### config.mk
export PLATFORM = sky130hd
export DESIGN_NAME = uart_rx
export DESIGN_NICKNAME = d
export VERILOG_FILES = /design/src/rtl/uart_rx.sv
export SDC_FILE = /design/constraint.sdc
export NUM_CORES = 1
export LEC_CHECK = 0
export ABC_AREA = 1
export CORE_UTILIZATION = 50
export DETAILED_ROUTE_END_ITERATION = 12
export GPL_ROUTABILITY_DRIVEN = 0
export GPL_TIMING_DRIVEN = 0
export MAX_ROUTING_LAYER = met4
export PLACE_DENSITY = 0.71
export SKIP_LAST_GASP = 1
export SYNTH_ARGS = -nofsm -noshare
export SYNTH_HDL_FRONTEND = slang
export SYNTH_SLANG_ARGS = --single-unit
### constraint.sdc
create_clock -name clk -period 1.75 [get_ports clk]
set_clock_uncertainty 0.05 [all_clocks]
set_input_delay 0.35 -clock clk [delete_from_list [all_inputs] [get_ports clk]]
set_output_delay 0.35 -clock clk [all_outputs]
set_load 0.02 [all_outputs]
### src/rtl/uart_rx.sv
// 8N1 UART receiver with 16x oversampling, framing check and a CPU-side byte buffer.
// Define UART_RX_FIFO_EN for a 2**ADDR_W-deep FIFO; otherwise a single holding register is used.
module uart_rx #(
    parameter int unsigned CLKS_PER_TICK = 52,
    parameter int unsigned ADDR_W        = 2
) (
    input  logic       clk,
    input  logic       reset,
    input  logic       rx,
    input  logic       rd,
    input  logic       clr_err,
    output logic [7:0] rx_data,
    output logic       rx_empty,
    output logic       rx_done_tick,
    output logic       frame_err,
    output logic       overrun
);

    localparam int unsigned TW = (CLKS_PER_TICK > 1) ? $clog2(CLKS_PER_TICK) : 1;

    typedef enum logic [1:0] {
        IDLE,
        START,
        DATA,
        STOP
    } state_t;

    state_t        state_q, state_d;
    logic          rx_meta_q, rx_sync_q, rx_prev_q;
    logic [TW-1:0] tick_cnt_q, tick_cnt_d;
    logic          tick;
    logic [3:0]    s_q, s_d;
    logic [2:0]    n_q, n_d;
    logic [7:0]    b_q, b_d;
    logic          push, stop_err;
    logic          full, empty, rd_en, wr_en;
    logic          done_q, done_d;
    logic          frame_err_q, frame_err_d;
    logic          overrun_q, overrun_d;

    always_ff @(posedge clk or negedge reset) begin
        if (!reset) begin
            rx_meta_q <= 1'b1;
            rx_sync_q <= 1'b1;
            rx_prev_q <= 1'b1;
        end else begin
            rx_meta_q <= rx;
            rx_sync_q <= rx_meta_q;
            rx_prev_q <= rx_sync_q;
        end
    end

    always_comb begin
        tick       = (tick_cnt_q == TW'(CLKS_PER_TICK - 1));
        tick_cnt_d = tick ? '0 : tick_cnt_q + 1'b1;
    end

    always_comb begin
        state_d  = state_q;
        s_d      = s_q;
        n_d      = n_q;
        b_d      = b_q;
        push     = 1'b0;
        stop_err = 1'b0;
        unique case (state_q)
            IDLE: begin
                // edge detect, so a held-low break line never starts a frame
                if (rx_prev_q && !rx_sync_q) begin
                    state_d = START;
                    s_d     = '0;
                end
            end
            START: begin
                if (tick) begin
                    if (s_q == 4'd7) begin
                        if (!rx_sync_q) begin
                            state_d = DATA;
                            s_d     = '0;
                            n_d     = '0;
                        end else begin
                            state_d = IDLE;
                        end
                    end else begin
                        s_d = s_q + 1'b1;
                    end
                end
            end
            DATA: begin
                if (tick) begin
                    if (s_q == 4'd15) begin
                        b_d = {rx_sync_q, b_q[7:1]};
                        s_d = '0;
                        if (n_q == 3'd7) state_d = STOP;
                        else             n_d = n_q + 1'b1;
                    end else begin
                        s_d = s_q + 1'b1;
                    end
                end
            end
            STOP: begin
                if (tick) begin
                    if (s_q == 4'd15) begin
                        push     = rx_sync_q;
                        stop_err = !rx_sync_q;
                        state_d  = IDLE;
                    end else begin
                        s_d = s_q + 1'b1;
                    end
                end
            end
            default: state_d = IDLE;
        endcase
    end

    always_comb begin
        rd_en       = rd && !empty;
        // a same-cycle pop frees the slot, so a full buffer still accepts the byte
        wr_en       = push && (!full || rd_en);
        done_d      = wr_en;
        frame_err_d = frame_err_q;
        overrun_d   = overrun_q;
        if (clr_err) begin
            frame_err_d = 1'b0;
            overrun_d   = 1'b0;
        end
        if (stop_err)                     frame_err_d = 1'b1;
        if (push && full && !rd_en)       overrun_d   = 1'b1;
    end

    always_ff @(posedge clk or negedge reset) begin
        if (!reset) begin
            state_q     <= IDLE;
            tick_cnt_q  <= '0;
            s_q         <= '0;
            n_q         <= '0;
            b_q         <= '0;
            done_q      <= 1'b0;
            frame_err_q <= 1'b0;
            overrun_q   <= 1'b0;
        end else begin
            state_q     <= state_d;
            tick_cnt_q  <= tick_cnt_d;
            s_q         <= s_d;
            n_q         <= n_d;
            b_q         <= b_d;
            done_q      <= done_d;
            frame_err_q <= frame_err_d;
            overrun_q   <= overrun_d;
        end
    end

`ifdef UART_RX_FIFO_EN
    localparam int unsigned DEPTH = 2 ** ADDR_W;

    logic [7:0]      mem_q [DEPTH];
    logic [7:0]      mem_d [DEPTH];
    logic [ADDR_W:0] wr_ptr_q, wr_ptr_d, rd_ptr_q, rd_ptr_d;

    // extra pointer MSB separates full from empty when the index bits match
    assign empty = (wr_ptr_q == rd_ptr_q);
    assign full  = (wr_ptr_q[ADDR_W] != rd_ptr_q[ADDR_W]) &&
                   (wr_ptr_q[ADDR_W-1:0] == rd_ptr_q[ADDR_W-1:0]);

    always_comb begin
        mem_d    = mem_q;
        wr_ptr_d = wr_ptr_q;
        rd_ptr_d = rd_ptr_q;
        if (wr_en) begin
            mem_d[wr_ptr_q[ADDR_W-1:0]] = b_q;
            wr_ptr_d                    = wr_ptr_q + 1'b1;
        end
        if (rd_en) rd_ptr_d = rd_ptr_q + 1'b1;
    end

    always_ff @(posedge clk or negedge reset) begin
        if (!reset) begin
            for (int unsigned i = 0; i < DEPTH; i++) mem_q[i] <= '0;
            wr_ptr_q <= '0;
            rd_ptr_q <= '0;
        end else begin
            mem_q    <= mem_d;
            wr_ptr_q <= wr_ptr_d;
            rd_ptr_q <= rd_ptr_d;
        end
    end

    assign rx_data = mem_q[rd_ptr_q[ADDR_W-1:0]];
`else
    logic [7:0] hold_q, hold_d;
    logic       valid_q, valid_d;

    assign empty = !valid_q;
    assign full  = valid_q;

    always_comb begin
        hold_d  = wr_en ? b_q : hold_q;
        valid_d = wr_en || (valid_q && !rd_en);
    end

    always_ff @(posedge clk or negedge reset) begin
        if (!reset) begin
            hold_q  <= '0;
            valid_q <= 1'b0;
        end else begin
            hold_q  <= hold_d;
            valid_q <= valid_d;
        end
    end

    assign rx_data = hold_q;
`endif

    assign rx_empty     = empty;
    assign rx_done_tick = done_q;
    assign frame_err    = frame_err_q;
    assign overrun      = overrun_q;

endmodule

== Yosys cells after proc, flatten, opt, wreduce, memory -nomap -nowiden ==
Index checks and enable logic that the tools add are counted.

* $add $sub $neg: 3
* Equal/unequal tests: 19
* Mux-type cells: 36
* Reductions and logical operators: 19

{| class="wikitable"
|+ Operators by type and width
! cell !! number
|-
| 2-to-1 mux 4 bit || 8
|-
| != test 2 bit, second input constant || 11
|-
| 2-to-1 mux 2 bit || 9
|-
| 2-to-1 mux 3 bit || 6
|-
| case mux 4 bit (4 select lines) || 1
|-
| 2-to-1 mux 1 bit || 9
|-
| case mux 2 bit (4 select lines) || 1
|-
| AND reduction 8 bit || 1
|-
| AND reduction 7 bit || 1
|-
| adder 6 x 1 -> 6 bit, second input constant || 1
|-
| equality test 6 bit, second input constant || 1
|-
| logical AND 1 bit || 6
|-
| 2-to-1 mux 6 bit || 1
|-
| case mux 3 bit (2 select lines) || 1
|-
| AND reduction 6 bit || 1
|-
| nonzero test 2 bit || 3
|-
| adder 4 x 1 -> 4 bit, second input constant || 1
|-
| equality test 2 bit, second input constant || 2
|-
| equality test 4 x 3 -> 1 bit, second input constant || 1
|-
| equality test 4 bit, second input constant || 1
|-
| adder 3 x 1 -> 3 bit, second input constant || 1
|-
| equality test 3 bit, second input constant || 1
|-
| logical NOT 1 bit || 3
|-
| != test 3 bit, second input constant || 1
|-
| other kinds (4) || 5
|}

* Register bits: 38
* Logic and storage cells: 90

== Depth between registers and ports, before layout ==
Gate-level depths: netlist (run 1).

* Depth after elaboration: 7
* Depth in mapped cells: 9
* Mapped depth without buffers: 9

== Worst setup path before layout (run 1) ==
No wires, ideal clock.

* Path type: register -> register
* From: register tick_cnt_q[0]
* To: register b_q[7]
* Arrival: 1.316 ns
* Data required time: 1.580 ns
* Path slack: 0.264 ns
* Stages on the path, launching flop included: 10
* Cell sequence: dfrtp_1 ha_1 nand3_2 nor2_8 inv_4 nor2_2 nand2_2 buf_6 nand2_2 o21ai_2

* Word-level cells in the longest chain between the ends: 2

{| class="wikitable"
|+ Ends and longest elaborated chain
! item !! line !! RTL
|-
| start, declared || 30 || <nowiki>logic [TW-1:0] tick_cnt_q, tick_cnt_d;</nowiki>
|-
| start signal, assigned || 142 || <nowiki>tick_cnt_q <= tick_cnt_d;</nowiki>
|-
| equality test 6 bit || 54 || <nowiki>tick = (tick_cnt_q == TW'(CLKS_PER_TICK - 1));</nowiki>
|-
| AND reduction 3 bit (no line) || n/a ||
|-
| end signal, assigned || 136 || <nowiki>b_q <= '0;</nowiki>
|-
| end signal, assigned || 145 || <nowiki>b_q <= b_d;</nowiki>
|-
| end, declared || 34 || <nowiki>logic [7:0] b_q, b_d;</nowiki>
|}

Every way passes these cells.
A chain may end at the register's enable or synchronous reset.

== Worst setup path after layout (run 1) ==
* From: register tick_cnt_q[0]
* To: register state_q[0]

* Word-level cells in the longest chain between the ends: 3

{| class="wikitable"
|+ Ends and longest elaborated chain
! item !! line !! RTL
|-
| equality test 6 bit (*) || 54 ||
|-
| != test 2 bit (no line) || n/a ||
|-
| AND reduction 8 bit (no line) (*) || n/a ||
|-
| end signal, assigned || 141 || <nowiki>state_q <= state_d;</nowiki>
|-
| end, declared || 28 || <nowiki>state_t state_q, state_d;</nowiki>
|}

Every way passes the cells marked *; elsewhere a longest branch is shown, timed or not.

==> results of run 1 <==
## cell families after synthesis
| family | Yosys count |
|---|---|
| flip-flops | 38 |
| buffers and inverters | 33 |
| adder cells (fa/ha/maj) | 4 |
| XOR/XNOR | 1 |
| AND/OR/NAND/NOR | 103 |
| AO/OA/AOI/OAI | 28 |
## layout make-up
class	count	area, sq um
fill	294	1210
sequential	38	955
multi-input combinational	136	786
timing repair buffer	19	180
inverter	30	115
clock buffer	5	68.8
clock inverter	3	68.8
tap	46	57.6
buffer	3	30.0
## cells in the mapped netlist (all sizes together)
master	instances	area [sq um]
nor2	22	128
nand2	65	267
nand3	10	72.6
nand3b	1	7.51
buf	3	30.0
o21ai	24	176
nor3	1	5.00
nand4	2	27.5
a21oi	3	15.0
inv	30	115
or2	2	12.5
xnor2	1	8.76
dfrtp	35	876
dfstp	3	78.8
ha	4	50.1
o22ai	1	6.26
## state kept, by name (all words and copies together) (netlist names), 3 cells and up, named ones only
register / count
s_q: 4
tick_cnt_q: 6
b_q: 8
rx_data: 8
n_q: 3
## per-stage QoR
stage	util (%)	hold slack, ns	setup slack (ns)	total power [W]	instances
after floorplan	-	0.00441	0.264	0.00146	207
after global placement	60.4	0.297	-0.542	0.00157	269
after detailed placement	60.2	0.302	0.0823	0.00159	269
after CTS	64.2	0.137	0.0142	0.00248	277
after global routing	65.2	0.166	-0.0180	0.00264	280
final	65.2	0.0966	0.0653	0.00249	280
## worst paths after layout
check,end,cells after the start,slack [ns],start
worst max-delay path,state_q[0],9,0.07,tick_cnt_q[0]
worst max register to register,state_q[0],9,0.07,tick_cnt_q[0]
min in group clk,rx_sync_q,0,0.32,rx_meta_q
worst min-delay path,n_q[0],1,0.1,reset
worst min register to register,rx_sync_q,0,0.32,rx_meta_q
max in group asynchronous,tick_cnt_q[2],1,1.02,reset
## power groups by stage
stage,registers (W),clock network [W],logic (W)
after floorplan,0.00100,0,0.000463
after global placement,0.00101,0,0.000559
after detailed placement,0.00101,0,0.000575
after CTS,0.000996,0.000904,0.000579
after global routing,0.00101,0.000933,0.000697
final,0.000996,0.000885,0.000610
## per-layer routing
metal,part of all wire (%),GRT usage [%]
met4,1.4,5.97
met2,49,30.6
met1,47,23.0
met3,2.3,4.89
met5,0,-
## repair_timing
item                                    in CTS  in global routing
setup buffers                                0                  3
resized for setup                            0                  4
endpoints found under the setup margin       0                 10
==> results.json, run 1 <==
{
  "status": "completed",
  "clock_power_share_pct": 35.5,
  "ir_worst_vdd_v": 0.000661,
  "fin_crit_sh_pct": 96.3,
  "cp_max_fo": 8,
  "dp_hpwl_mm": 2.33,
  "cellLeakagePower_nw": 1.10,
  "avgSynthCellArea_sq_um": 9.06,
  "critPathSlowestCell": "dfrtp_1",
  "htree_levels": 2,
  "synth_compound_area_share_pct": 10.5,
  "relSlewSlack_pct": 44.7,
  "synthMuxAreaShare_pct": 0,
  "core_region_area_sq_um": 3470,
  "rsz0062_at_grt": "yes",
  "seqPwrFrac_pct": 40.0,
  "rows": 21,
  "clock_latency_ns": 0.29,
  "cts_hold_buf": 0,
  "fin_setup_tns_ns": 0,
  "cts_root_buf": "clkbuf_8",
  "mostFrequentLayoutCells": "nand2_1, dfrtp_1, inv_1",
  "worst_slew_pin_slew_ns": 0.829,
  "grt_pass1_wl_mm": 5.74,
  "switchingPower_w": 0.000767,
  "final_common_cell": "nand2_1",
  "fin_area_sq_um": 2260,
  "post_dp_cell_area_sq_um": 2090,
  "antenna_found_initial": 0,
  "syn_inst": 207,
  "drtPass1Iterations": 4,
  "pwr-share-comb_pct": 24.5,
  "gr-total-overflow": 0,
  "drc": 0,
  "die_h_um": 63.2,
  "yosys.area_share.simple_pct": 27.7,
  "portBuffers": 16,
  "min_path_type": "primary input to asynchronous set/reset pin",
  "required_ns": 1.88,
  "wl_per_cell_um": 11.3,
  "path_buf_inv": 1,
  "crit_chain": "ha_2 -> nand3_2 -> nor2_8 -> nor2_1 -> nor2_2 -> buf_4 -> nand2_1 -> nand2_1 -> nand2_1",
  "boundaryPins": 17,
  "die_w_um": 63.2,
  "cts_sinks": 38,
  "slew_violations": 0,
  "powerDensity_nw_per_um2": 1100,
  "final-hold-violation-count": 0,
  "nets": 242,
  "critPathTopFamily": "simple AND/OR/NAND/NOR gates",
  "end_kind": "register",
  "clk_pin_slew_ns": 0.08,
  "fmax_ghz": 0.594,
  "synth.distinct_cells": 29,
  "vias": 1359,
  "ant_nets": 0,
  "start_util_pct": 54.1,
  "first_iter_violations": 80,
  "grt_max_degree": 39,
  "clockBufferDepth": 2,
  "area_growth_syn_to_layout_pct": 20.5,
  "slowest_delay_ns": 0.40,
  "synth_seq_area_share_pct": 50.9,
  "synth_top_family_by_area": "simple AND/OR/NAND/NOR gates",
  "p_int_w": 0.00172,
  "critPathKind": "register to register",
  "synth_fp_nets": 216,
  "dieArea_sq_um": 4000,
  "grt_usage_pct": 18.9,
  "arrival_ns": 1.82,
  "grt_pass1_vias": 1334,
  "yosysWarnings": 0,
  "cts_tree": "yes",
  "setup_violations": 0,
  "cap_violations": 0,
  "ys_ff_latch": 38,
  "cp-start-kind": "register",
  "switching_share_pct": 30.8,
  "min_period_ns": 1.68,
  "syn_area_sq_um": 1880,
  "routed_wl_mm": 3.16,
  "numCtsBuffers": 5,
  "cp_common_cell": "nand2_1",
  "n_antenna_cell": 0,
  "via_per_inst": 4.85,
  "synthAdderAreaFrac_pct": 2.67,
  "drive_gt1_share_pct": 24.4,
  "synth_xor_area_share_pct": 0.467
}
Note: power is estimated with default switching activity, not from simulation.
==> inputs of run 2 (changes only) <==
--- a/config.mk
+++ b/config.mk
@@ -6,12 +6,14 @@
 export NUM_CORES = 1
 export LEC_CHECK = 0
 export ABC_AREA = 1
+export CORE_MARGIN = 2
 export CORE_UTILIZATION = 50
 export DETAILED_ROUTE_END_ITERATION = 12
 export GPL_ROUTABILITY_DRIVEN = 0
 export GPL_TIMING_DRIVEN = 0
 export MAX_ROUTING_LAYER = met4
 export PLACE_DENSITY = 0.71
+export SKIP_CTS_REPAIR_TIMING = 1
 export SKIP_LAST_GASP = 1
 export SYNTH_ARGS = -nofsm -noshare
 export SYNTH_HDL_FRONTEND = slang
==> run 2 against run 1 <==
Net effect:
- sequential power barely moved
- core utilization shrank 4.7 points
- setup slack worse by 0.0047 ns
- via count fell by 3.8%
- critical path depth down 8
- combinational power fell by 3.6%
- first-iteration DRC count decreased by 30%
- global-route usage is 1.6 points lower
- total power decreased by 11%
- register-to-register slack improved by 0.05 ns
- maximum frequency shrank 0.28%
- sequential cell count is the same
==> results.json, run 2 (synthesis results as in run 1) <==
{
  "drtPass1Iterations": 4,
  "first_iter_violations": 56,
  "cp-start-kind": "register",
  "fin_area_sq_um": 2200,
  "grt_max_degree": 39,
  "portBuffers": 16,
  "final_cells": 280,
  "regArea_sq_um": 955,
  "grt_pass1_vias": 1144,
  "end_kind": "output port",
  "drc": 0,
  "dp_hpwl_mm": 2.20,
  "cap_violations": 0,
  "worst_slew_pin_slew_ns": 0.830,
  "multi_input_area_sq_um": 778,
  "gr-total-overflow": 0,
  "required_ns": 1.35,
  "drive_gt1_share_pct": 23.3,
  "min_path_type": "primary input to asynchronous set/reset pin",
  "ir_worst_vdd_v": 0.000502,
  "boundaryPins": 17,
  "rsz0062_at_grt": "no",
  "dieArea_sq_um": 4260,
  "final_common_cell": "nand2_1",
  "busiest_layer": "met1",
  "n_fill_cell": 331,
  "clk_pin_slew_ns": 0.08,
  "critPathTopFamily": "buffers and inverters",
  "grtUsageMet3_pct": 5.14,
  "htree_levels": 2,
  "critPathKind": "register to output port",
  "fin_setup_tns_ns": 0,
  "grt_pass1_wl_mm": 5.37,
  "min_period_ns": 1.69,
  "fin_util_pct": 60.5,
  "crit_chain": "clkdlybuf4s50_1",
  "numCtsBuffers": 5,
  "cts_root_buf": "clkbuf_8",
  "powerDensity_nw_per_um2": 1010,
  "relSlewSlack_pct": 44.7,
  "cellLeakagePower_nw": 1.05,
  "cp_max_fo": 2,
  "nets": 240,
  "arrival_ns": 1.29,
  "n_antenna_cell": 0,
  "grtUsageMet2_pct": 23.7,
  "core_region_area_sq_um": 3630,
  "clock_latency_ns": 0.29,
  "slowest_delay_ns": 0.61,
  "critPathSlowestCell": "clkdlybuf4s50_1",
  "grt_usage_pct": 17.2,
  "routed_wl_mm": 3.08,
  "mostFrequentLayoutCells": "nand2_1, dfrtp_1, inv_1",
  "rows": 22,
  "path_buf_inv": 1,
  "slew_violations": 0,
  "clockBufferDepth": 2,
  "die_w_um": 65.2,
  "post_dp_cell_area_sq_um": 2090,
  "fmax_ghz": 0.592,
  "via_per_inst": 4.67,
  "grtUsageMet1_pct": 23.8,
  "antenna_found_initial": 0,
  "holdWs_ns": 0.105,
  "ant_nets": 0,
  "start_util_pct": 51.6,
  "cts_tree": "yes",
  "area_growth_syn_to_layout_pct": 17.2,
  "status": "completed",
  "placed_cells": 271,
  "fin_crit_sh_pct": 96.5,
  "final-hold-violation-count": 0,
  "die_h_um": 65.2,
  "setup_violations": 0,
  "cts_sinks": 38,
  "vias": 1307,
  "wl_per_cell_um": 11.0
}
[run 2: changes by cell type in the layout (fill, tap and decap cells not counted)]
cell / change
bufinv_16: -2
nand2_1: +1
buf_4: -2
nand2_4: -1
clkinv_2: +1
clkbuf_8: +1
clkinv_4: -1
clkinvlp_4: +1
[run 2: metrics by stage]
step	total power, W	worst slack [ns]
5_1_grt	0.00238	0.00239
3_5_place_dp	0.00158	0.102
3_3_place_gp	0.00158	-0.607
2_1_floorplan	0.00146	0.264
4_1_cts	0.00221	0.0126
6_report	0.00221	0.0606
[run 2: cell type report]
type                    count  share of cell area, %
clock buffers               6                   3.76
well taps                  48                   2.73
inverters                  30                   5.24
clock inverters             2                  0.569
plain buffers               3                   1.37
flip-flops and latches     38                   43.4
repair buffers             17                   7.51
multi-input cells         136                   35.4
[run 2: metal layers]
layer / wire length [um] / vias to the layer above
met5: 0 / -
met4: 51 / 0
met3: 136 / 6
met2: 1280 / 25
met1: 1610 / 575
li1: - / 701
[run 2: path summary, 6_finish.rpt]
| path | start | end | slack (ns) | depth (start not counted) |
|---|---|---|---|---|
| min reg2reg | rx_meta_q | rx_sync_q | 0.31 | 0 |
| max in group asynchronous | reset | tick_cnt_q[1] | 1.03 | 1 |
| min | reset | state_q[0] | 0.10 | 1 |
| max reg2reg | tick_cnt_q[0] | b_q[7] | 0.12 | 9 |
| min in group clk | rx_meta_q | rx_sync_q | 0.31 | 0 |
| max | rx_data[0] | rx_data[0] | 0.06 | 1 |
[run 2: report_power, final]
part / internal (W) / switching, W
clock: 0.000317 / 0.000310
combinational: 0.000208 / 0.000380
sequential: 0.000940 / 0.0000548
